$ cat src/rtl/pixel_packer_pkg.sv
// Shared widths, FIFO entry layout and frame-state encoding for the pixel packer.
package pixel_packer_pkg;

  localparam int unsigned PIX_W        = 16;
  localparam int unsigned WORD_W       = 64;
  localparam int unsigned PIX_PER_WORD = 4;
  localparam int unsigned SLOT_W       = 2;
  localparam int unsigned CNT_W        = 16;
  localparam int unsigned SOF_BIT      = 64;
  localparam int unsigned EOL_BIT      = 65;
  localparam int unsigned ENTRY_W      = 66;

  // One FIFO entry: eol at bit 65, sof at bit 64, packed pixels below
  typedef struct packed {
    logic              eol;
    logic              sof;
    logic [WORD_W-1:0] data;
  } entry_t;

  typedef enum logic [1:0] {
    ST_RUN  = 2'd0,
    ST_DROP = 2'd1,
    ST_DONE = 2'd2
  } frame_state_e;

endpackage

$ cat src/rtl/pixel_packer_if.sv
// Packed-word stream from the pixel packer to the DDR writer.
interface pixel_packer_if;
  import pixel_packer_pkg::*;

  logic [WORD_W-1:0] m_data;
  logic              m_valid;
  logic              m_ready;
  logic              m_sof;
  logic              m_eol;

  modport master (output m_data, output m_valid, output m_sof, output m_eol, input m_ready);
  modport slave  (input m_data, input m_valid, input m_sof, input m_eol, output m_ready);

endinterface

$ cat src/rtl/pixel_packer_sync_fifo.sv
// Generic first-word-fall-through synchronous FIFO with registered flags.
module sync_fifo #(
  parameter int unsigned WIDTH = 66,
  parameter int unsigned DEPTH = 16
) (
  input  logic             clk,
  input  logic             rst_n,
  input  logic             wr_en,
  input  logic [WIDTH-1:0] wr_data,
  output logic             full,
  input  logic             rd_en,
  output logic [WIDTH-1:0] rd_data,
  output logic             empty
);

  localparam int unsigned AW = (DEPTH > 1) ? $clog2(DEPTH) : 1;
  localparam int unsigned CW = AW + 1;

  logic [WIDTH-1:0] mem [DEPTH];
  logic [AW-1:0]    wr_ptr;
  logic [AW-1:0]    rd_ptr;
  logic [CW-1:0]    count;
  logic [CW-1:0]    count_nxt;
  logic             wr_ok;
  logic             rd_ok;

  // A write while full is accepted only when the head leaves in the same cycle
  assign wr_ok = wr_en && (!full || rd_en);
  assign rd_ok = rd_en && !empty;

  // Head entry falls through; forced to zero while empty
  assign rd_data = empty ? '0 : mem[rd_ptr];

  // Occupancy update
  always_comb begin
    count_nxt = count;
    case ({wr_ok, rd_ok})
      2'b10:   count_nxt = count + CW'(1);
      2'b01:   count_nxt = count - CW'(1);
      default: count_nxt = count;
    endcase
  end

  // Pointers, occupancy and registered flags
  always_ff @(posedge clk) begin
    if (!rst_n) begin
      wr_ptr <= '0;
      rd_ptr <= '0;
      count  <= '0;
      empty  <= 1'b1;
      full   <= 1'b0;
    end else begin
      if (wr_ok) wr_ptr <= wr_ptr + AW'(1);
      if (rd_ok) rd_ptr <= rd_ptr + AW'(1);
      count <= count_nxt;
      empty <= (count_nxt == '0);
      full  <= (count_nxt == CW'(DEPTH));
    end
  end

  // Storage write port
  always_ff @(posedge clk) begin
    if (wr_ok) mem[wr_ptr] <= wr_data;
  end

endmodule

$ cat src/rtl/pixel_packer.sv
// Packs RGB565 pixels four to a 64-bit word, tags sof/eol, buffers in a FIFO
// and drops the rest of a frame once the FIFO overflows.
module pixel_packer
  import pixel_packer_pkg::*;
#(
  parameter int unsigned PIX_PER_LINE = 320,
  parameter int unsigned LINES        = 240,
  parameter int unsigned FIFO_DEPTH   = 16
) (
  input  logic               p_clock,
  input  logic               rst_n,
  input  logic [PIX_W-1:0]   pixel_data,
  input  logic               pixel_valid,
  input  logic               frame_done,
  pixel_packer_if.master     m,
  output logic               overflow,
  output logic [CNT_W-1:0]   drop_cnt,
  output logic [CNT_W-1:0]   frame_cnt
);

  localparam int unsigned XW     = (PIX_PER_LINE > 1) ? $clog2(PIX_PER_LINE) : 1;
  localparam int unsigned YW     = (LINES > 1) ? $clog2(LINES) : 1;
  localparam int unsigned LANE_W = PIX_W * (PIX_PER_WORD - 1);

  frame_state_e      state;
  frame_state_e      state_nxt;
  logic [SLOT_W-1:0] slot;
  logic [LANE_W-1:0] lanes;
  logic [XW-1:0]     x;
  logic [YW-1:0]     y;
  logic              sof_pending;

  logic   drop_frame_c;
  logic   frame_open_c;
  logic   accept_c;
  logic   word_done_c;
  logic   last_x_c;
  logic   last_y_c;
  logic   frame_end_c;
  logic   pop_c;
  logic   drop_word_c;
  logic   push_c;
  entry_t push_entry_c;
  entry_t head_entry;
  logic   fifo_full;
  logic   fifo_empty;

  // Frame state register
  always_ff @(posedge p_clock) begin
    if (!rst_n) state <= ST_RUN;
    else        state <= state_nxt;
  end

  // Frame state transitions; frame_done always restarts a clean frame
  always_comb begin
    state_nxt = state;
    if (frame_done) begin
      state_nxt = ST_RUN;
    end else begin
      case (state)
        ST_RUN: begin
          if (frame_end_c)      state_nxt = ST_DONE;
          else if (drop_word_c) state_nxt = ST_DROP;
        end
        ST_DROP: begin
          if (frame_end_c) state_nxt = ST_DONE;
        end
        default: state_nxt = state;
      endcase
    end
  end

  // Frame state decode
  always_comb begin
    drop_frame_c = 1'b0;
    frame_open_c = 1'b1;
    case (state)
      ST_DROP: drop_frame_c = 1'b1;
      ST_DONE: frame_open_c = 1'b0;
      default: ;
    endcase
  end

  // Word completion, tagging and push/drop decision
  always_comb begin
    accept_c          = pixel_valid && !frame_done && frame_open_c;
    word_done_c       = accept_c && (slot == SLOT_W'(PIX_PER_WORD - 1));
    last_x_c          = (x == XW'(PIX_PER_LINE - 1));
    last_y_c          = (y == YW'(LINES - 1));
    frame_end_c       = word_done_c && last_x_c && last_y_c;
    pop_c             = !fifo_empty && m.m_ready;
    drop_word_c       = word_done_c && (drop_frame_c || (fifo_full && !pop_c));
    push_c            = word_done_c && !drop_word_c;
    push_entry_c.eol  = last_x_c;
    push_entry_c.sof  = sof_pending;
    push_entry_c.data = {pixel_data, lanes};
  end

  // Packer slot, lane buffer and pixel position
  always_ff @(posedge p_clock) begin
    if (!rst_n) begin
      slot  <= '0;
      lanes <= '0;
      x     <= '0;
      y     <= '0;
    end else if (frame_done) begin
      slot <= '0;
      x    <= '0;
      y    <= '0;
    end else if (accept_c) begin
      slot <= slot + SLOT_W'(1);
      if (!word_done_c) lanes[PIX_W*int'(slot) +: PIX_W] <= pixel_data;
      x <= last_x_c ? '0 : x + XW'(1);
      if (last_x_c) y <= last_y_c ? '0 : y + YW'(1);
    end
  end

  // SOF tagging and drop/frame statistics
  always_ff @(posedge p_clock) begin
    if (!rst_n) begin
      sof_pending <= 1'b0;
      overflow    <= 1'b0;
      drop_cnt    <= '0;
      frame_cnt   <= '0;
    end else begin
      if (frame_done)  sof_pending <= 1'b1;
      else if (push_c) sof_pending <= 1'b0;
      if (drop_word_c) begin
        overflow <= 1'b1;
        if (drop_cnt != '1) drop_cnt <= drop_cnt + CNT_W'(1);
      end
      if (push_c && frame_end_c) frame_cnt <= frame_cnt + CNT_W'(1);
    end
  end

  sync_fifo #(
    .WIDTH (ENTRY_W),
    .DEPTH (FIFO_DEPTH)
  ) u_fifo (
    .clk     (p_clock),
    .rst_n   (rst_n),
    .wr_en   (push_c),
    .wr_data (push_entry_c),
    .full    (fifo_full),
    .rd_en   (m.m_ready),
    .rd_data (head_entry),
    .empty   (fifo_empty)
  );

  assign m.m_valid = !fifo_empty;
  assign m.m_data  = head_entry.data;
  assign m.m_sof   = head_entry.sof;
  assign m.m_eol   = head_entry.eol;

endmodule
$ cat src/flat_wrapper.sv
// flat-port wrapper written by rule: the top's interface ports become plain ports
module pixel_packer_flat import pixel_packer_pkg::*;
#(
  parameter int unsigned PIX_PER_LINE = 320,
  parameter int unsigned LINES        = 240,
  parameter int unsigned FIFO_DEPTH   = 16
)
  (p_clock, rst_n, pixel_data, pixel_valid, frame_done, overflow, drop_cnt, frame_cnt, m_m_data, m_m_valid, m_m_sof, m_m_eol, m_m_ready);
  pixel_packer_if m_i ();
  input  logic p_clock;
  input  logic rst_n;
  input  logic [PIX_W-1:0] pixel_data;
  input  logic pixel_valid;
  input  logic frame_done;
  output logic overflow;
  output logic [CNT_W-1:0] drop_cnt;
  output logic [CNT_W-1:0] frame_cnt;
  output wire logic [$bits(m_i.m_data)-1:0] m_m_data;
  output wire logic [$bits(m_i.m_valid)-1:0] m_m_valid;
  output wire logic [$bits(m_i.m_sof)-1:0] m_m_sof;
  output wire logic [$bits(m_i.m_eol)-1:0] m_m_eol;
  input wire logic [$bits(m_i.m_ready)-1:0] m_m_ready;
  assign m_m_data = m_i.m_data;
  assign m_m_valid = m_i.m_valid;
  assign m_m_sof = m_i.m_sof;
  assign m_m_eol = m_i.m_eol;
  assign m_i.m_ready = m_m_ready;
  pixel_packer #(.PIX_PER_LINE(PIX_PER_LINE), .LINES(LINES), .FIFO_DEPTH(FIFO_DEPTH)) u_core (.p_clock(p_clock), .rst_n(rst_n), .pixel_data(pixel_data), .pixel_valid(pixel_valid), .frame_done(frame_done), .m(m_i), .overflow(overflow), .drop_cnt(drop_cnt), .frame_cnt(frame_cnt));
endmodule
$ cat config.mk
export PLATFORM = sky130hd
export DESIGN_NAME = pixel_packer_flat
export DESIGN_NICKNAME = d
export VERILOG_FILES = /design/src/rtl/pixel_packer_pkg.sv /design/src/rtl/pixel_packer_if.sv /design/src/rtl/pixel_packer_sync_fifo.sv /design/src/rtl/pixel_packer.sv /design/src/flat_wrapper.sv
export SDC_FILE = /design/constraint.sdc
export NUM_CORES = 1
export LEC_CHECK = 0
export CORE_MARGIN = 4
export CORE_UTILIZATION = 55
export CTS_BUF_LIST = sky130_fd_sc_hd__clkbuf_16
export CTS_CLUSTER_SIZE = 40
export DETAILED_ROUTE_END_ITERATION = 16
export GPL_ROUTABILITY_DRIVEN = 1
export PLACE_DENSITY = 0.85
export SETUP_SLACK_MARGIN = 0.4
export SLEW_MARGIN = 20
export SYNTH_ARGS = -nofsm -noshare
export SYNTH_HDL_FRONTEND = slang
export SYNTH_SLANG_ARGS = --single-unit
$ cat constraint.sdc
create_clock -name p_clock -period 6.85 [get_ports p_clock]
set_clock_uncertainty 0.05 [all_clocks]
set_input_delay 1.37 -clock p_clock [delete_from_list [all_inputs] [get_ports p_clock]]
set_output_delay 1.37 -clock p_clock [all_outputs]
set_load 0.01 [all_outputs]
Word level (Yosys, flattened, before mapping)

Memories as Yosys holds them, arrays and structs flattened. A register that Yosys moved wholly into a read port is not among the register bits.
Index checks and enable logic that the tools add are counted.

Bits in writable memories: 1056
Flip-flop bits (word level): 118
Memories kept: 1
Input port bits: 21

Memories:

| name              | depth | bits a word | read ports | clocked after memory_dff | write ports | RTL line                     | text |
|---|---|---|---|---|---|---|---|
| u_core.u_fifo.mem | 16    | 66          | 1          | 1                        | 1           | pixel_packer_sync_fifo.sv:19 | `logic [WIDTH-1:0] mem [DEPTH];` |

Bitwise logic cells: 3
Equality and inequality tests: 11
Mux-type cells: 17
Reductions and logical operators: 27
Shifts and indexed selects: 2
Add/subtract/negate cells: 10

Operator list:

| kind                                                                      | count |
|---|---|
| 66-bit two-way mux                                                        | 1 |
| 48-bit bitwise mux                                                        | 1 |
| 16-bit by 34-bit variable shift with 48-bit output (first input constant) | 1 |
| 16-bit by 34-bit indexed part select with 48-bit output                   | 1 |
| 6-bit negator with 34-bit output                                          | 1 |
| 16-bit by 1-bit adder with 16-bit output (second input constant)          | 2 |
| 16-bit inequality test (second input constant)                            | 1 |
| 1-bit logical AND                                                         | 11 |
| 5-bit one-hot mux with 2 select lines                                     | 1 |
| 9-bit by 1-bit adder with 9-bit output (second input constant)            | 1 |
| 9-bit == test (second input constant)                                     | 1 |
| 9-bit two-way mux                                                         | 1 |
| 4-bit by 1-bit adder with 4-bit output (second input constant)            | 2 |
| 8-bit by 1-bit adder with 8-bit output (second input constant)            | 1 |
| 8-bit == test (second input constant)                                     | 1 |
| 4-bit two-way mux                                                         | 2 |
| 8-bit two-way mux                                                         | 1 |
| 2-bit == test (second input constant)                                     | 3 |
| 1-bit two-way mux                                                         | 6 |
| 2-bit two-way mux                                                         | 3 |
| 3-bit AND reduction                                                       | 2 |
| 5-bit by 1-bit adder with 5-bit output (second input constant)            | 1 |
| 5-bit == test (second input constant)                                     | 1 |
| 1-bit zero test                                                           | 5 |
| 13 further kinds                                                          | 19 |

Depth between registers and ports, before layout

Depth in word-level cells: 12
Mapped depth: 14

By module

A second synthesis with hierarchy kept.

Cells, all modules: 2200
Area total of the unflattened synthesis: 45514.9 um^2

Modules (own cells, without submodules):

| module       | cells an instance | times used | area each (um^2) |
|---|---|---|---|
| sync_fifo    | 1658              | 1          | 41004.3 |
| pixel_packer | 542               | 1          | 4510.6 |

Worst setup path after synthesis

OpenSTA, ideal clock, no wires.

Path kind: input to register
From: input port pixel_valid
To: memory u_core.u_fifo.mem[0][0] (enable)
Arrival time: 6682 ps
Setup time: 571 ps
Cell stages on the path: 5
Buffers on the path: 0
Path slack: -453 ps
Path through: nor2b_1 -> nand3_2 -> nor2_1 -> nand2_1 -> nor3_1

Cells in the longest elaborated chain, start to end: 9

RTL lines:

| what                                      | RTL line                     | text |
|---|---|---|
| start: declaration                        | flat_wrapper.sv:13           | `input logic pixel_valid;` |
| 1-bit logical AND * (2 in a row)          | pixel_packer.sv:86           | `accept_c = pixel_valid && !frame_done && frame_open_c;` |
| 1-bit logical AND *                       | pixel_packer.sv:87           | `word_done_c = accept_c && (slot == SLOT_W'(PIX_PER_WORD - 1));` |
| 1-bit logical AND                         | pixel_packer.sv:92           | `drop_word_c = word_done_c && (drop_frame_c \|\| (fifo_full && !pop_c));` |
| 1-bit zero test                           | pixel_packer.sv:93           | `push_c = word_done_c && !drop_word_c;` |
| 1-bit logical AND *                       | pixel_packer.sv:93           |  |
| 1-bit logical AND *                       | pixel_packer_sync_fifo.sv:28 | `assign wr_ok = wr_en && (!full \|\| rd_en);` |
| 1-bit two-way mux *                       | pixel_packer_sync_fifo.sv:63 | `if (wr_ok) mem[wr_ptr] <= wr_data;` |
| 1-bit two-way mux (not written as such) * | pixel_packer_sync_fifo.sv:63 |  |
| end: declaration                          | pixel_packer_sync_fifo.sv:19 |  |

Mark *: on every way between the ends. The rest lies on a longest branch, timed or not.

==> reports/qor.csv <==
metric,value,unit
outcome,completed,
tightest_slew,1.16,ns
ys.flop_type,edfxtp_1,
clock_latency,0.69,ns
clock_sinks,1178,
grt_pass1_wl,167,mm
rows,105,
wire_per_inst,32.3,um
num-nets-final,2390,
coreArea,0.0822,mm^2
r2r_cells,12,
syn_area,0.0457,mm^2
synth_top_area_share,69.4,%
grt_pass1_vias,24400,
hold_viol_final,0,
syn-num-nets,2232,
synthArstFlopShare,0,%
hp-class,register to register,
root_buffer,clkbuf_16,
layout_min_cycle_time,5.49,ns
post_cts_buffers,0,
tns,0,ns
synthToLayoutAreaGrowth,13.4,%
antenna_found_initial,7,
fillers,5144,
cts_max_level,3,
grt.overflow.total,0,
routed_wl,114,mm
initial_utilization,55.6,%
ir_drop,0.204,mV
relSlewSlack,22.2,%
synth_edf_count,1056,
fp.dieW,296,um
multiInputGateArea,0.0110,mm^2
cts-buffers-inserted,109,
regArea,0.0342,mm^2
synthTopCellsByArea,"edfxtp_1 (69%), mux4_2 (14%), dfxtp_1 (5.3%)",
rsz0062_at_grt,no,
routabilityCongestion,0.802,
start_kind,register,
cts_resized,0,
max_freq,182,MHz
final_common_cell,edfxtp_1,
cts_hold_buf,0,
drtIter0Drc,3485,
grt_usage,26.3,%
ys_ff_latch,1178,
critPathKind,register to primary output,
cts_tree,yes,
grt_start_max_net_pins,67,
drtPass1Iterations,6,
worstSetupEndpointType,primary output,
place_area,0.0483,mm^2
whs_path_depth,2,
ys_seq_area_share,74.7,%
syn_avg_cell_area,20.8,um^2
yosysUniqueCellTypes,56,
fin_area,0.0518,mm^2
drv_slew,0,
vias_per_cell,6.71,
crit_required,5.43,ns
drive_above_1_share,21.3,%
layout_common_cells,"edfxtp_1 (1056), mux4_2 (287), clkdlybuf4s50_1 (120)",
vias,23600,
final_util,63.0,%
p_per_area,266,mW/mm^2
ctsLongestPathBuffers,3,
ys_warn_count,0,
ant_nets,0,
crit_arrival,4.07,ns
cp_max_fo,36,
die_h,296,um
p_leak,16.1,nW
setup_viol,0,
clk_pin_slew_worst_paths,0.06,ns
drc,0,
cap_viol_max_count,0,
syn-instance-count,2194,
port-buffer-count,120,
fin_crit_sh,80.1,%
dp_hpwl,56.9,mm
synth_area_leader_cell,edfxtp_1,
dieArea,0.0878,mm^2
power,13.8,mW
ios,121,
[power breakdown]
| group | total [mW] | internal (mW) | switching (mW) |
|---|---|---|---|
| combinational | 0.105 | 0.0244 | 0.0806 |
| clock | 5.91 | 3.24 | 2.67 |
| sequential | 7.78 | 7.76 | 0.0236 |
[sequential cells by signal, indices dropped and copies added (netlist names), named ones only]
signal	count
u_core.u_fifo.mem	1056
u_core.lanes	48
u_core.drop_cnt	16
u_core.frame_cnt	16
u_core.x	9
u_core.y	8
u_core.u_fifo.count	5
u_core.u_fifo.rd_ptr	4
u_core.u_fifo.wr_ptr	4
u_core.slot	2
u_core.state	2
u_core.overflow	1
u_core.sof_pending	1
u_core.u_fifo.empty	1
u_core.u_fifo.full	1
[cell type report]
cell class | count | share of cell area (%)
Inverter | 16 | 0.121
Clock buffer | 110 | 5.31
Multi-Input combinational cell | 884 | 21.1
Tap cell | 1070 | 2.58
Clock inverter | 96 | 1.39
Timing Repair Buffer | 163 | 3.51
Sequential cell | 1178 | 65.9
Antenna cell | 1 | 0.00483
[worst max-delay path, stage by stage, from the launching register on]
cell             delay [ns]
dfxtp_4                0.86
buf_4                  0.64
mux4_2                 0.63
mux4_2                 0.55
and2_1                 0.19
clkdlybuf4s50_1        0.47
[per-stage QoR]
stage	setup WS (ns)	instances	hold WS, ns
detailed placement	1.91	3310	0.435
global route	1.16	3517	0.483
finish	1.36	3518	0.448
CTS	1.25	3516	0.453
floorplan	1.32	2194	0.410
global placement	1.90	3308	0.423
[routing by layer]
layer  vias up  global-route usage [%]  share of wire, %
met5         -                       0             0.045
met4         8                    7.60               2.6
met3       249                    5.48                10
met2      1743                    44.5                51
met1     12200                    35.2                35
li1       9365                       -                 -
[synthesized netlist by cell type, drive strengths merged (2+ instances only)]
cell type     n
clkbuf       71
nor3         13
and3          9
a21oi        79
nor3b         4
nand4        17
a2111oi       2
nor2         51
or3          13
and2         72
dfxtp       122
o21ai        14
xor2         14
or4           4
xnor2        11
mux2i        12
mux4        330
buf          45
ha           17
edfxtp     1056
nor4b         5
o22ai         2
nand2b       15
a21o          2
nand2        94
a31oi         3
o31ai         7
nor2b         6
nor4          5
nand3        72
inv          15
[path summary, 6_finish.rpt]
path / start / to / slack, ns
max: register / m_m_data[58] / 1.36
min: u_core.frame_cnt[15] / u_core.frame_cnt[15] / 0.45
max reg2reg: u_core.slot[0] / u_core.u_fifo.full / 3.21
min reg2reg: u_core.frame_cnt[15] / u_core.frame_cnt[15] / 0.45
[cells by family after synthesis]
family	count (synthesis)	synth area share (%)
flops	1178	74.7
mux	342	16.9
xor+xnor	25	0.479
compound gates	114	1.41
fa+ha+maj	17	0.466
buf+inv	132	1.61
simple gates	386	4.41
(Power assumes the default switching activity.)
